$ cat src/rtl/riscv_pkg.sv
// Shared barrel-core constants and the PC-writer state type.
package riscv_pkg;

    localparam int unsigned DWIDTH       = 32;
    localparam int unsigned NUM_THREADS  = 16;
    localparam int unsigned PC_BITS      = 12;
    localparam logic [31:0] STARTUP_ADDR = 32'h0000_0000;

    typedef enum logic {
        PCW_INIT = 1'b0,
        PCW_RUN  = 1'b1
    } pcw_state_e;

endpackage

$ cat src/rtl/pc_next_writer.sv
// Write-side producer for the per-thread PC store: init sweep after reset, then one
// registered PC write per execute beat (redirect > taken branch > PC+4).
module pc_next_writer
    import riscv_pkg::*;
#(
    parameter int unsigned DWIDTH                    = riscv_pkg::DWIDTH,
    parameter int unsigned NUM_THREADS               = riscv_pkg::NUM_THREADS,
    parameter int unsigned PC_BITS                   = riscv_pkg::PC_BITS,
    parameter logic [DWIDTH-1:0] STARTUP_ADDR        = DWIDTH'(riscv_pkg::STARTUP_ADDR),
    localparam int unsigned TW                       = $clog2(NUM_THREADS)
) (
    input  logic               clk,
    input  logic               reset,
    input  logic               i_valid,
    input  logic [TW-1:0]      i_tid_ex,
    input  logic [DWIDTH-1:0]  i_pc_ex,
    input  logic               i_br_taken,
    input  logic [DWIDTH-1:0]  i_br_target,
    input  logic               i_redir_valid,
    input  logic [TW-1:0]      i_redir_tid,
    input  logic [DWIDTH-1:0]  i_redir_pc,
    output logic               o_redir_ready,
    output logic               o_we,
    output logic [TW-1:0]      o_waddr,
    output logic [PC_BITS-1:0] o_wdata,
    output logic               o_misalign,
    output logic               o_init_done
);

    localparam logic [PC_BITS-1:0] STARTUP_PC = STARTUP_ADDR[PC_BITS-1:0];
    localparam logic [TW-1:0]      LAST_SLOT  = TW'(NUM_THREADS - 1);

    pcw_state_e         state_r;
    pcw_state_e         state_s;
    logic [TW-1:0]      ctr_r;
    logic [TW-1:0]      ctr_s;
    logic               we_s;
    logic [TW-1:0]      waddr_s;
    logic [PC_BITS-1:0] wdata_s;
    logic               ready_s;
    logic               misalign_s;
    logic               done_s;
    logic               redir_hit_s;
    logic [DWIDTH-1:0]  pc_plus4_s;
    logic [DWIDTH-1:0]  sel_s;

    assign pc_plus4_s = i_pc_ex + DWIDTH'(32'd4);

    // The ready pulse still being high means the held request was just consumed;
    // blocking it here prevents a second take before the requester drops valid.
    assign redir_hit_s = i_redir_valid && !o_redir_ready && (i_redir_tid == i_tid_ex);

    // Next-state, sweep counter and next-PC selection.
    always_comb begin
        state_s    = state_r;
        ctr_s      = ctr_r;
        we_s       = 1'b0;
        waddr_s    = o_waddr;
        wdata_s    = o_wdata;
        ready_s    = 1'b0;
        misalign_s = 1'b0;
        done_s     = o_init_done;
        sel_s      = pc_plus4_s;
        case (state_r)
            PCW_INIT: begin
                we_s    = 1'b1;
                waddr_s = ctr_r;
                wdata_s = STARTUP_PC;
                ctr_s   = ctr_r + TW'(1);
                if (ctr_r == LAST_SLOT) begin
                    state_s = PCW_RUN;
                end else begin
                    state_s = PCW_INIT;
                end
            end
            PCW_RUN: begin
                done_s = 1'b1;
                if (i_valid) begin
                    if (redir_hit_s) begin
                        sel_s   = i_redir_pc;
                        ready_s = 1'b1;
                    end else if (i_br_taken) begin
                        sel_s = i_br_target;
                    end else begin
                        sel_s = pc_plus4_s;
                    end
                    we_s       = 1'b1;
                    waddr_s    = i_tid_ex;
                    wdata_s    = sel_s[PC_BITS-1:0];
                    misalign_s = (sel_s[1:0] != 2'b00);
                end else begin
                    we_s = 1'b0;
                end
            end
            default: begin
                state_s = PCW_INIT;
                ctr_s   = '0;
            end
        endcase
    end

    // State, counter and registered write-port outputs.
    always_ff @(posedge clk or posedge reset) begin
        if (reset) begin
            state_r       <= PCW_INIT;
            ctr_r         <= '0;
            o_we          <= 1'b0;
            o_waddr       <= '0;
            o_wdata       <= '0;
            o_redir_ready <= 1'b0;
            o_misalign    <= 1'b0;
            o_init_done   <= 1'b0;
        end else begin
            state_r       <= state_s;
            ctr_r         <= ctr_s;
            o_we          <= we_s;
            o_waddr       <= waddr_s;
            o_wdata       <= wdata_s;
            o_redir_ready <= ready_s;
            o_misalign    <= misalign_s;
            o_init_done   <= done_s;
        end
    end

endmodule

$ cat config.mk
export PLATFORM = sky130hd
export DESIGN_NAME = pc_next_writer
export DESIGN_NICKNAME = d
export VERILOG_FILES = /design/src/rtl/riscv_pkg.sv /design/src/rtl/pc_next_writer.sv
export SDC_FILE = /design/constraint.sdc
export NUM_CORES = 1
export LEC_CHECK = 0
export CORE_MARGIN = 2
export CORE_UTILIZATION = 31
export DETAILED_ROUTE_END_ITERATION = 10
export PLACE_DENSITY = 0.77
export SLEW_MARGIN = 10
export SYNTH_ARGS = -nofsm -noshare
export SYNTH_HDL_FRONTEND = slang
export SYNTH_SLANG_ARGS = --single-unit
$ cat constraint.sdc
create_clock -name clk -period 1.4 [get_ports clk]
set_input_delay 0.14 -clock clk [delete_from_list [all_inputs] [get_ports clk]]
set_output_delay 0.14 -clock clk [all_outputs]
set_load 0.005 [all_outputs]
==> Yosys cells after proc, flatten, opt, wreduce, memory -nomap -nowiden <==
Index checks and enable logic that the tools add are counted.
{ "op_classes": {"n_addsub": 2, "multipliers": 0, "div_mod_pow": 0, "n_lt_le_gt_ge": 0, "eq_ne": 3, "shifts": 0, "n_mux": 17, "n_bitwise": 1, "n_reduce_logical": 4} }
{ "ops": {"columns": ["op", "n"], "rows": [
  ["12-bit 2-to-1 mux", 5],
  ["12-bit one-hot mux with 2 select lines", 1],
  ["12-bit by 3-bit adder with 12-bit output (second input constant)", 1],
  ["1-bit 2-to-1 mux", 8],
  ["4-bit one-hot mux with 2 select lines", 1],
  ["4-bit by 1-bit adder with 4-bit output (second input constant)", 1],
  ["4-bit equality test", 1],
  ["4-bit equality test (second input constant)", 1],
  ["4-bit 2-to-1 mux", 1],
  ["1-bit logical AND", 2],
  ["2-bit != test (second input constant)", 1],
  ["1-bit one-hot mux with 2 select lines", 1],
  ["2-bit nonzero test", 1],
  ["1-bit logical NOT", 1],
  ["1-bit inverter", 1]
]} }
{ "totals": {"register_bits": 25, "latchBits": 0, "mem_bits_rw": 0, "rom_bits": 0, "in_bits": 109, "out_inout_bits": 20, "wordCells": 35, "mem_count": 0} }

==> Depth between registers and ports, before layout <==
{ "logic_depth": {"ltp_word": 9, "mapped_depth": 6, "ltp_nobuf": 6} }

==> Worst setup path before layout <==
No wires, ideal clock.
{ "synth_timing": {"path_type": "input to register", "from": "input i_tid_ex[3]", "to": "register o_wdata[1]", "setup_time_ns": 0.116, "arrival_time_ns": 1.054, "required_time_ns": 1.284, "path_slack_ns": 0.230, "cell_stages": 6, "n_path_buf": 1, "path_cell_list": "xor2_1 -> nor3_2 -> and4b_4 -> buf_8 -> nand4_1 -> o311ai_0"} }
{ "synth_via": {"elab_chain_cells": 7} }
{ "synth_rtl": {"columns": ["item", "line", "rtl"], "rows": [
  ["from (decl)", "pc_next_writer.sv:15", "input logic [TW-1:0] i_tid_ex,"],
  ["4-bit equality test", "pc_next_writer.sv:51", "assign redir_hit_s = i_redir_valid && !o_redir_ready && (i_redir_tid == i_tid_ex);"],
  ["1-bit logical AND", "pc_next_writer.sv:51", null],
  ["12-bit 2-to-1 mux", "pc_next_writer.sv:79", "if (redir_hit_s) begin"],
  ["12-bit 2-to-1 mux", "pc_next_writer.sv:78", "if (i_valid) begin"],
  ["12-bit 2-to-1 mux", "pc_next_writer.sv:64", "case (state_r)"],
  ["12-bit 2-to-1 mux", "pc_next_writer.sv:78", null],
  ["12-bit one-hot mux with 2 select lines", "pc_next_writer.sv:64", null],
  ["to (signal assigned)", "pc_next_writer.sv:118", "o_wdata <= wdata_s;"],
  ["to (decl)", "pc_next_writer.sv:25", "output logic [PC_BITS-1:0] o_wdata,"]
]} }
Every way passes these cells. The select of a mux whose other input is x is not followed.
A chain may end at the register's enable or synchronous reset.

==> Worst setup path in the final report <==
{ "layout_timing": {"from": "register o_redir_ready", "to": "output o_redir_ready"} }
{ "layout_lines": {"columns": ["item", "line", "rtl"], "rows": [
  ["from (decl)", "pc_next_writer.sv:22", "output logic o_redir_ready,"],
  ["from (signal assigned)", "pc_next_writer.sv:119", "o_redir_ready <= ready_s;"]
]} }
No word-level cell between the ends.

==> summary.txt <==
Power
  – Clock power frac: 24.1%
  – Sequential share of power: 47.0%
  – Psw: 0.436 mW
  – Power Dens Cells: 733 mW/mm^2
  – Switching share of power: 25.2%
  – Logic pwr share: 28.9%
  – Internal power: 1.29 mW
  – Leak pwr: 0.992 nW
  – Worst IR Drop VDD: 0.366 mV

STA
  – Worst-Margin Slew: 310 ps
  – Period utilization: 95.8%
  – Final hold viol count: 0
  – Slew Limit Fails: 0
  – Total Neg Setup Slack: 0 ps
  – Clock Skews: 3.75 ps
  – Hold_ws: 220 ps
  – Final Setup Violations: 0
  – RSZ-0062 raised after global routing: false
  – Worst relative slew slack: 79.0%
  – Tmin final: 1340 ps
  – Fmax: 746 MHz

Global routing
  – Antenna violations before repair: 0
  – First-pass GRT wire length: 6420 um
  – Global-route usage over all layers: 15.9%
  – Pin count of the biggest net entering global routing: 26
  – Number of global-route vias before repair: 1,384
  – GRT Residual Overflow: 0

Cells and area
  – Share of layout cells above drive strength 1: 15.3%
  – N_diodes: 0
  – # fillers: 417
  – Area Overhead vs Synth: 64.2%
  – Non-Filler Instances: 288
  – Fin nets: 348

Worst hold path
  – Worst Hold Class: input pin to asynchronous set/reset pin

Synthesis
  – EDFF count, synth: 0
  – Post-synthesis cell area: 0.00144 sq mm
  – Top-area cell type share of the netlist area: 43.6%
  – Cell taking the most area after synthesis: dfrtp_1
  – Synth async-reset ratio: 100%
  – Synth area leaders: dfrtp_1 44%, nand2_1 5.0%, xor2_1 4.9%
  – Register area share after synthesis: 43.6%
  – Avg Cell Area, Syn: 9.33 sq um
  – Top_reg_cell synth: dfrtp_1
  – Unique masters post-synth: 33
  – Yosys warns: 0
  – Syn Nets: 265
  – Gate Count Post-Synth: 154
  – Seq cells post-synth: 25

Placed design
  – Post-DP HPWL: 3100 um
  – Cell Count Post-Placement: 282
  – GP Congestion: 0.773
  – Port bufs: 68

Clocking
  – Post-CTS Hold Fix Bufs: 0
  – Clock-pin transition on the worst setup and hold timing paths: 90 ps
  – CTS H-Tree Depth: 1
  – Clock sink count: 25
  – Clk Latency, worst-skew pair: 260 ps
  – CTS root buffer: clkbuf_8
  – Clock Tree Buf Depth: 2
  – CTS tree: built
  – Num CTS Buffers: 3

Run
  – Number of max-cap violations: 0

Setup path
  – R2r startpoint: o_redir_ready
  – Worst EP required: 1260 ps
  – Levels on crit path: 1
  – Crit end category: output pin
  – R2R setup slack: 210 ps
  – CP top delay family: buffers and inverters
  – Crit Path Class: flop to output pin
  – Worst r2r dst: o_wdata[2]
  – Worst R2R Path Depth: 3
  – Startpoint Class: flop
  – Worst path bufs/invs: 1
  – Crit-path max FO: 4
  – Worst-path cell chain: clkdlybuf4s50_1
  – Crit path arrival time: 1200 ps
  – Max incr delay on CP: 530 ps
  – Crit-path slowest cell: clkdlybuf4s50_1

Routing
  – Drt drc: 0
  – Vias: 1,422
  – DRT iter0 DRCs: 151
  – Routed wl met3: 310 um
  – DRT met1 WL: 1730 um
  – Routed Antenna Nets: 0
  – Highest Signal Layer: met4
  – Final wirelength: 4000 um
  – Pre-antenna DRT Iters: 4
  – Wire length per cell: 13.9 um
  – Met2 wire len: 1900 um
  – Vias/cell: 4.94

Floorplan
  – Initial Util: 32.5%
  – Die W: 72.1 um
  – Std-Cell Rows: 24
  – Core box area: 0.00441 sq mm
  – Total die area: 0.00519 sq mm
  – Die height: 72.1 um
  – IO Pins: 129

Run status
  – Status: complete, no violations
[worst min-delay path, cell delays in order]
cell             delay (ps)
clkdlybuf4s50_1         400
inv_1                    50
buf_4                   300
[flip-flops by register name, summed over array words and instances, names as in the netlist]
register and count:
state_r 1, o_waddr 4, o_init_done 1, o_wdata 12, o_we 1, o_redir_ready 1
ctr_r 4, o_misalign 1
[worst max path at each step]
stage | slack [ps] | startpoint | to
final | 60 | o_redir_ready | o_redir_ready
after global routing | 10 | i_tid_ex[3] | o_wdata[3]
after CTS | 10 | i_tid_ex[0] | o_wdata[3]
after detailed placement | -400 | i_tid_ex[3] | o_wdata[3]
after global placement | -290 | i_tid_ex[3] | o_wdata[3]
after floorplan | 230 | i_tid_ex[3] | o_wdata[1]
[cell usage in the layout, fill, tap and decap left out, drive strengths merged]
| master | count |
|---|---|
| nor3 | 3 |
| nor2b | 2 |
| mux2i | 6 |
| nor4 | 1 |
| nor2 | 11 |
| o21ai | 11 |
| dlygate4sd2 | 7 |
| nand3 | 4 |
| a21oi | 4 |
| nand2 | 19 |
| mux2 | 1 |
| dlymetal6s2s | 1 |
| clkinv | 1 |
| clkbuf | 3 |
| a211oi | 2 |
| xnor2 | 7 |
| a31o | 1 |
| o31ai | 2 |
| nand4 | 3 |
| clkdlybuf4s50 | 60 |
| ha | 2 |
| or2 | 1 |
| o211ai | 5 |
| xor2 | 8 |
| and4b | 2 |
| dfrtp | 25 |
| nand3b | 2 |
| o311ai | 2 |
| a31oi | 8 |
| buf | 19 |
| nand4b | 2 |
| nand2b | 6 |
| inv | 4 |
| a311oi | 1 |
[cells by family (layout without fill, tap and decap cells)]
family          count (synthesis)  count (layout)  synth area share (%)
simple gates                   55              56                  19.9
compound gates                 36              36                  15.9
flops                          25              25                  43.6
xor+xnor                       15              15                  9.15
buf+inv                        14              95                  4.79
mux                             7               7                  4.97
fa+ha+maj                       2               2                  1.74
[per-stage QoR]
| stage | util (%) | total power [mW] | setup WS (ps) | instance area (sq um) |
|---|---|---|---|---|
| after detailed placement | 51.3 | 1.32 | -400 | 2260 |
| after global routing | 53.4 | 1.83 | 13.7 | 2360 |
| final | 53.4 | 1.73 | 59.0 | 2360 |
| after global placement | 51.3 | 1.31 | -292 | 2260 |
| after floorplan | - | 0.986 | 230 | 1440 |
| after CTS | 52.6 | 1.74 | 9.56 | 2320 |
[timing repair]
item	4_1_cts	5_1_grt
gates resized for setup	10	5
pin swaps	7	5
endpoints found under the setup margin	12	7
cloned	1	0
buffers inserted	0	1
[power groups by stage]
stage          combinational [mW]  clock (mW)  sequential, mW
6_report                    0.500       0.417           0.812
2_1_floorplan               0.160           0           0.826
3_3_place_gp                0.486           0           0.826
3_5_place_dp                0.495           0           0.827
4_1_cts                     0.497       0.425           0.814
5_1_grt                     0.545       0.462           0.822
[cell type report]
cell class	instances	area [sq um]	share of cell area, %
repair buffers	87	817	34.6
multi-input cells	116	790	33.5
flip-flops and latches	25	626	26.5
well taps	52	65.1	2.76
clock buffers	3	41.3	1.75
inverters	4	15.0	0.637
clock inverters	1	5.00	0.212
[metal layers]
metal  track usage [%]  vias to the layer above
li1                  -                      709
met1              21.6                      643
met2              24.6                       64
met3              3.75                        6
met4              6.08                        0
met5                 0                        -
[synth_stat cells, types with 3 or more instances]
master,n
a21oi_1,4
dfrtp_1,25
a31oi_1,8
mux2i_1,6
clkbuf_1,7
xnor2_1,7
nand3_1,4
nand2b_1,6
o21ai_0,11
o211ai_1,5
nor2_1,11
xor2_1,8
nand2_1,19
inv_1,4
nand4_1,3
Power figures use the tool's default switching activity.
